==> config.mk <==
export PLATFORM = sky130hd
export DESIGN_NAME = stonyman_emulator
export DESIGN_NICKNAME = d
export VERILOG_FILES = /design/src/rtl/stonyman_emulator.sv
export SDC_FILE = /design/constraint.sdc
export NUM_CORES = 1
export LEC_CHECK = 0
export CAP_MARGIN = 10
export CELL_PAD_IN_SITES_DETAIL_PLACEMENT = 1
export CELL_PAD_IN_SITES_GLOBAL_PLACEMENT = 1
export CORE_UTILIZATION = 38
export DETAILED_ROUTE_END_ITERATION = 10
export PLACE_DENSITY_LB_ADDON = 0.05
export SETUP_SLACK_MARGIN = 0.15
export SLEW_MARGIN = 20
export SYNTH_ARGS = -nofsm -noshare
export SYNTH_HDL_FRONTEND = slang
export SYNTH_SLANG_ARGS = --single-unit
==> constraint.sdc <==
create_clock -name clk -period 3.9 [get_ports clk]
set_clock_uncertainty 0.2 [all_clocks]
set_input_delay 0.78 -clock clk [delete_from_list [all_inputs] [get_ports clk]]
set_output_delay 0.78 -clock clk [all_outputs]
set_load 0.05 [all_outputs]
==> src/rtl/stonyman_emulator.sv <==
`timescale 1ns/1ps
// stonyman_emulator: behavioural stand-in for a Stonyman image sensor.
// Strobe-driven pointer and 8-entry register file, inphi edge counter, and an
// ADC responder that returns rowsel+colsel after a fixed conversion latency.
// The register-file entry 5 port is named config_reg because "config" is a
// reserved word.
module stonyman_emulator #(
    parameter int unsigned ADC_LATENCY = 2
) (
    input  logic       clk,
    input  logic       reset,
    input  logic       resp,
    input  logic       incp,
    input  logic       resv,
    input  logic       incv,
    input  logic       inphi,
    input  logic       adc_capture_start,
    output logic       adc_capture_done,
    output logic [9:0] adc_data,
    output logic [2:0] ptr_value,
    output logic [7:0] colsel,
    output logic [7:0] rowsel,
    output logic [7:0] vsw,
    output logic [7:0] hsw,
    output logic [7:0] vref,
    output logic [7:0] config_reg,
    output logic [7:0] nbias,
    output logic [7:0] aobias,
    output logic [7:0] inphi_count,
    output logic       protocol_error
);

    typedef enum logic [1:0] {IDLE, CONVERT, DONE} state_t;

    state_t          state;
    state_t          state_next;

    logic [5:0]      strobe_in;
    logic [5:0]      strobe_q;
    logic [5:0]      edges;
    logic            live;

    logic            e_resp;
    logic            e_incp;
    logic            e_resv;
    logic            e_incv;
    logic            e_inphi;
    logic            e_start;

    logic [2:0]      ptr;
    logic [7:0][7:0] regs;
    logic [3:0]      cnt;
    logic [7:0]      row_snap;
    logic [7:0]      col_snap;
    logic            err;
    logic [7:0]      phi_cnt;

    logic            strobe_clash;
    logic            start_ignored;

    assign strobe_in = {adc_capture_start, inphi, incv, resv, incp, resp};

    // The first clock after reset only primes the samples, so an input held
    // high across reset release does not register as a rising edge.
    assign edges = live ? (strobe_in & ~strobe_q) : '0;

    assign e_resp  = edges[0];
    assign e_incp  = edges[1];
    assign e_resv  = edges[2];
    assign e_incv  = edges[3];
    assign e_inphi = edges[4];
    assign e_start = edges[5];

    assign strobe_clash  = $countones(edges[3:0]) > 1;
    assign start_ignored = e_start && (state != IDLE);

    // Edge-detect samples of every strobe input plus the priming flag.
    always_ff @(posedge clk or posedge reset) begin
        if (reset) begin
            strobe_q <= '0;
            live     <= 1'b0;
        end else begin
            strobe_q <= strobe_in;
            live     <= 1'b1;
        end
    end

    // Pointer and register file; one strobe action per cycle, resp > incp > resv > incv.
    always_ff @(posedge clk or posedge reset) begin
        if (reset) begin
            ptr  <= '0;
            regs <= '0;
        end else if (e_resp) begin
            ptr <= '0;
        end else if (e_incp) begin
            ptr <= ptr + 3'd1;
        end else if (e_resv) begin
            regs[ptr] <= '0;
        end else if (e_incv) begin
            regs[ptr] <= regs[ptr] + 8'd1;
        end
    end

    // Sticky protocol error: simultaneous strobes or a start while busy.
    always_ff @(posedge clk or posedge reset) begin
        if (reset) begin
            err <= 1'b0;
        end else if (strobe_clash || start_ignored) begin
            err <= 1'b1;
        end
    end

    // Wrapping count of inphi rising edges.
    always_ff @(posedge clk or posedge reset) begin
        if (reset) begin
            phi_cnt <= '0;
        end else if (e_inphi) begin
            phi_cnt <= phi_cnt + 8'd1;
        end
    end

    // ADC FSM state register.
    always_ff @(posedge clk or posedge reset) begin
        if (reset) begin
            state <= IDLE;
        end else begin
            state <= state_next;
        end
    end

    // ADC FSM next-state logic.
    always_comb begin
        state_next = state;
        case (state)
            IDLE:    if (e_start) state_next = CONVERT;
            CONVERT: if (cnt == 4'd1) state_next = DONE;
            DONE:    state_next = IDLE;
            default: state_next = IDLE;
        endcase
    end

    // ADC FSM outputs.
    always_comb begin
        adc_capture_done = (state == DONE);
    end

    // ADC datapath: snapshot on start, count down, latch the sample entering DONE.
    always_ff @(posedge clk or posedge reset) begin
        if (reset) begin
            cnt      <= '0;
            row_snap <= '0;
            col_snap <= '0;
            adc_data <= '0;
        end else begin
            if (state == IDLE && e_start) begin
                cnt      <= 4'(ADC_LATENCY);
                row_snap <= regs[1];
                col_snap <= regs[0];
            end
            if (state == CONVERT) begin
                cnt <= cnt - 4'd1;
            end
            if (state == CONVERT && state_next == DONE) begin
                adc_data <= {2'b00, row_snap} + {2'b00, col_snap};
            end
        end
    end

    assign ptr_value      = ptr;
    assign colsel         = regs[0];
    assign rowsel         = regs[1];
    assign vsw            = regs[2];
    assign hsw            = regs[3];
    assign vref           = regs[4];
    assign config_reg     = regs[5];
    assign nbias          = regs[6];
    assign aobias         = regs[7];
    assign inphi_count    = phi_cnt;
    assign protocol_error = err;

endmodule

==> impl_metrics.json <==
{
  "status": "completed",
  "dieArea_sq_mm": 0.01522,
  "grt-ovfl-total": 0,
  "cap_violations": 0,
  "arrival_ps": 3460,
  "syn2layout_area_growth_pct": 32.72,
  "dpl.hpwl_mm": 11.82,
  "synth-seq-cells": 114,
  "drive_gt1_share_pct": 15.02,
  "antenna_left": 0,
  "largest_register": "adc_data",
  "power_density_mw_per_mm2": 936.8,
  "grt_util_met2_pct": 39.11,
  "htreeDepth": 4,
  "multi_input_area_sq_mm": 0.002534,
  "num_vias": 4412,
  "rsz0062_at_grt": "false",
  "path_cells": "buf_12 > mux2i_1 > o211ai_1 > a21oi_2 > inv_1 > ha_1 > or3b_1 > nor3_2 > xor2_2 > buf_4 > o31ai_1",
  "viasPerCell": 5.474,
  "tightest_slew_ps": 814.2,
  "final_common_cell": "dfrtp_1",
  "core-area_sq_mm": 0.01415,
  "io_pins": 95,
  "cp-end-kind": "register",
  "netlist_instances": 509,
  "slowest_stage": "dfrtp_1",
  "cts_tree": "yes",
  "setup_viol": 0,
  "yosysWarnings": 0,
  "numCtsBuffers": 17,
  "drtPass1Iterations": 4,
  "postSynth.asyncResetShare_pct": 100.0,
  "drt_iter0_drc": 240,
  "cts.hold.buffers_added": 0,
  "path_clk_slew_ps": 50,
  "hold_violations": 0,
  "ff_latch_area_sq_mm": 0.002853,
  "initial_utilization_pct": 39.56,
  "crit_type": "register to register",
  "finalSetupTns_ps": 0,
  "max_freq_ghz": 0.2994,
  "grt_busiest_layer": "met2",
  "post_cts_buffers": 0,
  "path_max_fanout": 14,
  "critical-path-max-stage-delay_ps": 780,
  "clockBufferDepth": 2,
  "cp-start-kind": "register",
  "synthFlopType": "dfrtp_1",
  "critPathTopFamily": "flip-flops",
  "yosys-top-cells-area": "dfrtp_1 51%, nand2_1 5.9%, mux2_2 3.8%, o21ai_0 3.8%, ha_1 3.1%",
  "p_leak_uw": 0.003281,
  "slew_headroom_pct": 45.59,
  "layout_common_cells": "114 x dfrtp_1, 93 x clkdlybuf4s50_1, 88 x nand2_1",
  "vdd_ir_drop_max_mv": 0.4123,
  "synthDistinctLibCells": 56,
  "fill_cells": 1512,
  "cts_sinks": 114,
  "hp-class": "register to register",
  "dieHeight_um": 123.4,
  "grt_pass1_wl_mm": 26.57,
  "syn_area_per_cell_sq_um": 11.00,
  "track_usage_pct": 23.94,
  "critical_path_required_ps": 4020,
  "synth_top_area_cell": "dfrtp_1",
  "period_share_pct": 85.65,
  "antenna_found_initial": 0,
  "netlist_area_sq_mm": 0.005598,
  "critPathBufInv": 3,
  "use_met1_pct": 31.34,
  "drc": 0,
  "syn-num-nets": 533,
  "die_w_um": 123.4,
  "seq_area_frac_synth_pct": 50.96,
  "grtUsageMet3_pct": 5.535,
  "grt_max_degree": 70,
  "total_power_uw": 6960,
  "port_buffers": 93,
  "place.gp.congestion": 0.8292,
  "nets": 637,
  "synth.top_cell.area_share_pct": 50.96,
  "rows": 43,
  "largest_register_ffs": 9,
  "cts-root-buf": "clkbuf_16",
  "insertion_delay_ps": 420,
  "cts_resized": 0,
  "synth_edf_count": 0,
  "final_max_slew_viol_count": 0,
  "antennaDiodeCount": 0,
  "finalCriticalPeriod_ps": 3340,
  "grt_pass1_vias": 4745,
  "wl_per_cell_um": 20.62,
  "wirelength_mm": 16.62
}
metal layers:
layer / vias to the layer above / wire, um / part of all wire (%)
li1: 2023 / - / -
met1: 2256 / 7370 / 44
met2: 109 / 8278 / 50
met3: 24 / 721 / 4.3
met4: 0 / 245 / 1.5
met5: - / 0 / 0
area by class of cell:
cell class / count / share of cell area [%]
inverter: 13 / 0.7073
clock buffer: 22 / 6.383
timing repair buffer: 109 / 14.65
sequential: 114 / 38.40
multi-input combinational: 358 / 34.10
tap: 180 / 3.031
clock inverter: 10 / 2.728
cell families (layout without fill, tap and decap cells):
kind of cell             count (synthesis)  in the layout  synth area share [%]
AO/OA/AOI/OAI                          119            119                 14.89
XOR/XNOR                                19             19                 3.375
adder cells (fa/ha/maj)                 16             16                 3.844
buffers and inverters                   37            154                 3.777
flip-flops                             114            114                 50.96
multiplexers                            37             37                 8.605
other                                    2              2                0.1342
AND/OR/NAND/NOR                        165            165                 14.42
cells in the mapped netlist, drive strengths merged (7+ instances only):
cell type / count
nor3: 7
clkbuf: 12
a21oi: 14
dfrtp: 114
o31ai: 12
nand2: 88
nand3: 18
nor2: 13
xor2: 7
ha: 14
xnor2: 12
buf: 12
mux2: 19
inv: 13
a22o: 14
o21ai: 50
mux2i: 12
metrics by stage:
step                instance area, sq um  hold slack, ps  std cells  setup slack, ps  util, %
floorplan                           5602           283.6        509            769.0        -
global placement                    6753           257.2        774            658.5    47.72
detailed placement                  6753           268.4        774            525.2    47.72
CTS                                 7430           276.5        806            574.4    52.51
global route                        7430           287.9        806            433.9    52.51
finish                              7430           270.0        806            559.5    52.51
where the power goes:
group,internal (uW),switching [uW],total [uW]
clock network,1240,541,1790
logic,1110,2090,3200
registers,1550,422,1980
final timing paths:
path                                 from              to  slack, ps  cells past startpoint
min reg2reg                inphi_count[7]  inphi_count[7]        270                      1
max reg2reg                  ptr_value[2]       colsel[6]        560                     11
max                          ptr_value[2]       colsel[6]        560                     11
min                        inphi_count[7]  inphi_count[7]        270                      1
min in group asynchronous           reset  inphi_count[6]        530                      2
max in group asynchronous           reset       rowsel[3]       2230                      3
Power figures use the tool's default switching activity.
==> patch 1 (same flow settings) <==
Make the reset (`reset`) synchronous in 6 clocked blocks.
--- a/src/rtl/stonyman_emulator.sv
+++ b/src/rtl/stonyman_emulator.sv
@@ -77,3 +77,3 @@
     // Edge-detect samples of every strobe input plus the priming flag.
-    always_ff @(posedge clk or posedge reset) begin
+    always_ff @(posedge clk) begin
         if (reset) begin
@@ -88,3 +88,3 @@
     // Pointer and register file; one strobe action per cycle, resp > incp > resv > incv.
-    always_ff @(posedge clk or posedge reset) begin
+    always_ff @(posedge clk) begin
         if (reset) begin
@@ -104,3 +104,3 @@
     // Sticky protocol error: simultaneous strobes or a start while busy.
-    always_ff @(posedge clk or posedge reset) begin
+    always_ff @(posedge clk) begin
         if (reset) begin
@@ -113,3 +113,3 @@
     // Wrapping count of inphi rising edges.
-    always_ff @(posedge clk or posedge reset) begin
+    always_ff @(posedge clk) begin
         if (reset) begin
@@ -122,3 +122,3 @@
     // ADC FSM state register.
-    always_ff @(posedge clk or posedge reset) begin
+    always_ff @(posedge clk) begin
         if (reset) begin
@@ -147,3 +147,3 @@
     // ADC datapath: snapshot on start, count down, latch the sample entering DONE.
-    always_ff @(posedge clk or posedge reset) begin
+    always_ff @(posedge clk) begin
         if (reset) begin
Check against the original RTL: differs if reset is asserted again (counterexample within 4 cycles, from zero or initial values and one cycle with reset high); with reset held inactive, the same outputs for 4 cycles.
==> patch 1 against the original RTL <==
  * Worst hold slack worse by 0.0076 ns
  * Synthesized area shrank 4.3%
  * Via count increased by 4.9%
  * Largest cell class is now multi-input combinational cells
  * Worst setup slack worse by 0.052 ns
  * Sequential cell count did not move
  * Synthesized cell count up 12%
  * Global-route usage is 0.70 points lower
  * Critical path type is now reg -> out
  * Design area decreased by 6.5%
  * Wire length decreased by 3.7%
Power is not compared: it rests on default switching activity, and its combinational part moved more than twofold at a synthesized area within 25%.
==> patch 1: results (changes against the original RTL) <==
- Number of filler instances in the final layout: 1615 (+6.8%)
- WL final: 16.0 mm (-3.7%)
- Commonest cells in the synthesized netlist: dfxtp_1, nand3_1, nand2_1, nor2_1, a21oi_1
- Share of async-settable or async-resettable flops after synthesis: 0 (-1.00)
- Net total in the final layout: 690 (+8.3%)
- Post-cts repair resize count: 0 (unchanged)
- Number of buffers between clock root and the deepest sink: 2 (unchanged)
- Largest register FFs: 9 (unchanged)
- Final cell count without fillers: 859 (+6.6%)
- Number of antenna violations at the first check in global routing: 1 (+1)
- Synthesis warning total: 0 (unchanged)
- Dominant cells by area after synthesis: dfxtp_1, nand3_1, mux2i_1, a21oi_1, nand2_1
- Total vias in the final route: 4630 (+4.9%)
- Count of placed standard cells including taps: 827 (+6.8%)
- Biggest cell delay along the critical path: 0.88 ns (+0.10 ns)
- Register bank with the most flops: adc_data
- Total global routing track utilization: 0.232 (-0.00696)
- Maximum number of pins on one net before global-route repair: 52 (-26%)
- Post-CTS setup-driven buffer insertion count: 0 (unchanged)
- Switching portion of total power: 0.226
- Crit path DAT: 2.41 ns (-1.05 ns)
- Transition time of the tightest slew-check pin: 0.872 ns (+0.0577 ns)
- Number of global-route vias before repair: 4719 (-0.55%)
- GP Congestion: 0.812 (-2.1%)
- Largest fanout on the critical path: 16 (+2)
- Port Buf Inserts: 93 (unchanged)
- First-pass iteration count of the detailed router: 4 (unchanged)
- Most common cell in the netlist: dfxtp_1
- Clock tree root driver cell: clkbuf_16
- Classification of the worst-slack hold path: reg -> reg
- Total CTS buffers: 17 (unchanged)
- Post-synthesis cell count: 571 (+12%)
- Proportion of layout cells with a drive suffix above 1: 0.111 (-0.0395)
- Status: finished clean
- Starting DRC count in detailed routing: 275 (+15%)
- H-tree level count: 4 (unchanged)
- Netlist cell types: 66 (+18%)
- Synth Net Count: 595 (+12%)
- Sum of net half-perimeters after detailed placement: 11.6 mm (-1.5%)
- Clock slew at reported path FFs: 0.05 ns (about the same)
- Total leakage power: 2.58 nW
- Library cell contributing the largest single delay on the critical path: dfxtp_1
- Worst skew pair latency: 0.41 ns
- Wire length of the first global-routing pass: 25.6 mm (-3.6%)
- Cell class contributing the biggest share of worst-path delay: buffers and inverters
- Portion of the post-synthesis area used by sequential elements: 0.426 (-0.0837)
- Worst voltage drop across the vdd grid: 0.330 mV
## patch 1: layout make-up
type,count,share of cell area
clock inverters,5,0.00720
flip-flops and latches,114,0.328
inverters,10,0.00540
repair buffers,107,0.150
diodes,1,0.000360
clock buffers,26,0.0733
well taps,180,0.0324
multi-input cells,416,0.403
## patch 1: final timing paths
path                startpoint           end  slack, ns  cells after the start
setup / recovery  ptr_value[0]  ptr_value[0]       0.51                      2
hold reg to reg    col_snap[2]   col_snap[2]       0.26                      2
hold / removal     col_snap[2]   col_snap[2]       0.26                      2
setup reg to reg  ptr_value[2]     aobias[7]       0.76                      7
## patch 1: routing by layer
metal,track usage,share of wire,vias to the layer above
met5,0,0,-
met4,0.0841,0.015,0
met3,0.0458,0.042,19
met2,0.366,0.47,110
met1,0.314,0.48,2281
li1,-,-,2220
## patch 1: power groups by stage
| stage | logic (mW) | registers, mW | clock network (mW) |
|---|---|---|---|
| floorplan | 0.101 | 1.23 | 0 |
| global placement | 0.153 | 1.22 | 0 |
| detailed placement | 0.158 | 1.22 | 0 |
| CTS | 0.158 | 1.20 | 1.48 |
| global route | 0.172 | 1.20 | 1.55 |
| finish | 0.157 | 1.20 | 1.46 |
## patch 1: metrics by stage
stage / instance area [µm²] / setup WS [ns] / util / hold WS [ns]
finish: 6950 / 0.508 / 0.503 / 0.262
detailed placement: 6390 / 0.697 / 0.462 / 0.257
floorplan: 5360 / 0.894 / - / 0.240
global route: 6950 / 0.442 / 0.502 / 0.284
global placement: 6390 / 0.748 / 0.462 / 0.248
CTS: 6950 / 0.506 / 0.502 / 0.264
## patch 1: worst register-to-register path: cells and delay by family, from the launching register on
kind	cells	cell delay (ns)
AOI/OAI and AO/OA	3	0.42
xor gates and xnor gates	1	0.51
buffers and inverters	1	0.37
DFF	1	0.53
muxes	2	0.98
## patch 1: cell families (layout without fill, tap and decap cells)
kind of cell	count (synthesis)	in the layout	synth area share
compound gates	112	112	0.132
xor+xnor	20	20	0.0341
fa+ha+maj	16	16	0.0402
buf+inv	41	148	0.0518
flops	114	114	0.426
mux	36	36	0.0983
other cells	1	2	0.000700
simple gates	231	231	0.217
==> patch 2 (config.mk and constraints unchanged) <==
Without the edit above. Re-encode `state_t` (3 states) as one-hot, 3 bits wide.
--- a/src/rtl/stonyman_emulator.sv
+++ b/src/rtl/stonyman_emulator.sv
@@ -32,3 +32,3 @@
 
-    typedef enum logic [1:0] {IDLE, CONVERT, DONE} state_t;
+    typedef enum logic [2:0] {IDLE = 3'b001, CONVERT = 3'b010, DONE = 3'b100} state_t;
 
Check against the original RTL: same outputs for any inputs over 4 cycles, from zero or initial values and one cycle with reset high; so few cycles prove little.
==> patch 2 against the original RTL <==
  * Power decreased by 29%
  * Wire length shrank 3.7%
  * Sequential share of layout area up 1.4 points
  * Sequential cell count up 1
  * Clock power is 20% lower
  * Worst setup slack better by 0.0066 ns
  * Combinational power shrank 42%
  * Synthesized area up 0.25%
  * Design area down 2.6%
  * Global-route usage decreased by 1.1 points
  * Critical path type unchanged
  * Largest cell class unchanged
==> patch 2: results (changes against the original RTL) <==
- GP Congestion: 0.799 (-3.7%)
- Met2 track demand over resource: 0.363 (-0.0283)
- Worst R2R Start: ptr_value[1]
- Net total in the final layout: 643 (+0.94%)
- Biggest cell delay along the critical path: 0.80 ns (+0.02 ns)
- Proportion of layout cells with a drive suffix above 1: 0.137 (-0.0137)
- Sum of net half-perimeters after detailed placement: 11.3 mm (-4.6%)
- Number of global-route vias before repair: 4610 (-2.8%)
- Parity-gate share of the synthesized area counting xor and xnor cells: 0.0279 (-0.00588)
- Crit path DAT: 3.42 ns (-0.04 ns)
- Clock slew at reported path FFs: 0.05 ns (about the same)
- Worst setup slack after placement: 0.479 ns (-0.0466 ns)
- Dominant cells by area after synthesis: dfrtp_1, nand2_1, o21ai_0, mux2_2, ha_1
- Total global routing track utilization: 0.229 (-0.0105)
- Share of async-settable or async-resettable flops after synthesis: 1.00 (unchanged)
- Adder-cell area share of the yosys netlist: 0.0384 (-0.0000943)
- Final cell count without fillers: 814 (+0.99%)
- Cell class contributing the biggest share of worst-path delay: simple AND/OR/NAND/NOR gates
- Reg2reg end: vref[6]
- Netlist cell types: 65 (+16%)
- Status: finished clean
- Path depth of the worst reg2reg path: 9 (-2)
- Layer carrying the most global-route usage: met2
- Worst voltage drop across the vdd grid: 0.360 mV (-13%)
- Post-synthesis cell count: 522 (+2.6%)
- Standard cell area after detailed placement: 6700 µm² (-0.74%)
- Compound-gate portion of the synthesized area: 0.134 (-0.0144)
- Final routed wire length divided by cell count: 19.7 µm (-4.7%)
- Portion of the post-synthesis area used by sequential elements: 0.513 (+0.00343)
- Maximum number of pins on one net before global-route repair: 116 (+66%)
- Commonest cells in the synthesized netlist: dfrtp_1, nand2_1, o21ai_0, mux2_2, inv_1
- Synth Net Count: 546 (+2.4%)
- Count of placed standard cells including taps: 784 (+1.3%)
- Largest fanout on the critical path: 18 (+4)
- Internal power: 2.96 mW (-24%)
- Transition time of the tightest slew-check pin: 0.873 ns (+0.0588 ns)
- Starting DRC count in detailed routing: 228 (-5.0%)
- Total leakage power: 3.15 nW (-3.9%)
- Maximum clock frequency: 300 MHz (+0.20%)
## patch 2: changes by cell type after synthesis, moves of 6 or more
cell	change
o21ai_0	+20
mux2_2	+8
o211ai_1	-6
o21ai_1	-8
and3_1	-6
xor2_1	+6
a21oi_1	-6
nand2_1	+15
a22o_1	-11
xnor2_1	-6
nand3_1	-8
## patch 2: worst min path at each step
stage                   start              to  slack (ns)  cells after the start
2_1_floorplan          cnt[2]          cnt[2]        0.27                      1
3_3_place_gp      adc_data[0]     adc_data[0]        0.26                      2
3_5_place_dp   inphi_count[7]  inphi_count[7]        0.27                      1
4_1_cts           adc_data[5]     adc_data[5]        0.28                      2
5_1_grt           adc_data[5]     adc_data[5]        0.31                      2
6_report          adc_data[5]     adc_data[5]        0.27                      2
## patch 2: kinds of logic (layout without fill, tap and decap cells)
kind of cell | Yosys count | count (layout)
other | 2 | 2
adders and majority gates | 16 | 16
muxes | 43 | 43
AOI/OAI and AO/OA | 114 | 114
buffers and inverters | 41 | 149
and+or+nand+nor | 174 | 174
DFF | 115 | 115
xor gates and xnor gates | 17 | 17
## patch 2: cell type report
cell class                      count  area [µm²]
Fill cell                        1595        7240
Sequential cell                   115        2880
Multi-Input combinational cell    366        2510
Timing Repair Buffer              103        1020
Clock buffer                       24         482
Tap cell                          184         230
Inverter                           16        63.8
Clock inverter                      6        55.1
## patch 2: layer usage
metal	vias up	part of all wire	wire [µm]
met1	2225	0.46	7290
met5	-	0	0
li1	2036	-	-
met4	0	0.0070	112
met3	8	0.052	829
met2	111	0.49	7760
## patch 2: power by group through the flow
stage,combinational [mW],sequential [mW],clock (mW)
finish,1.85,1.66,1.43
CTS,1.86,1.66,1.47
global placement,1.82,1.67,0
global route,1.99,1.69,1.52
detailed placement,1.85,1.68,0
floorplan,0.784,2.14,0
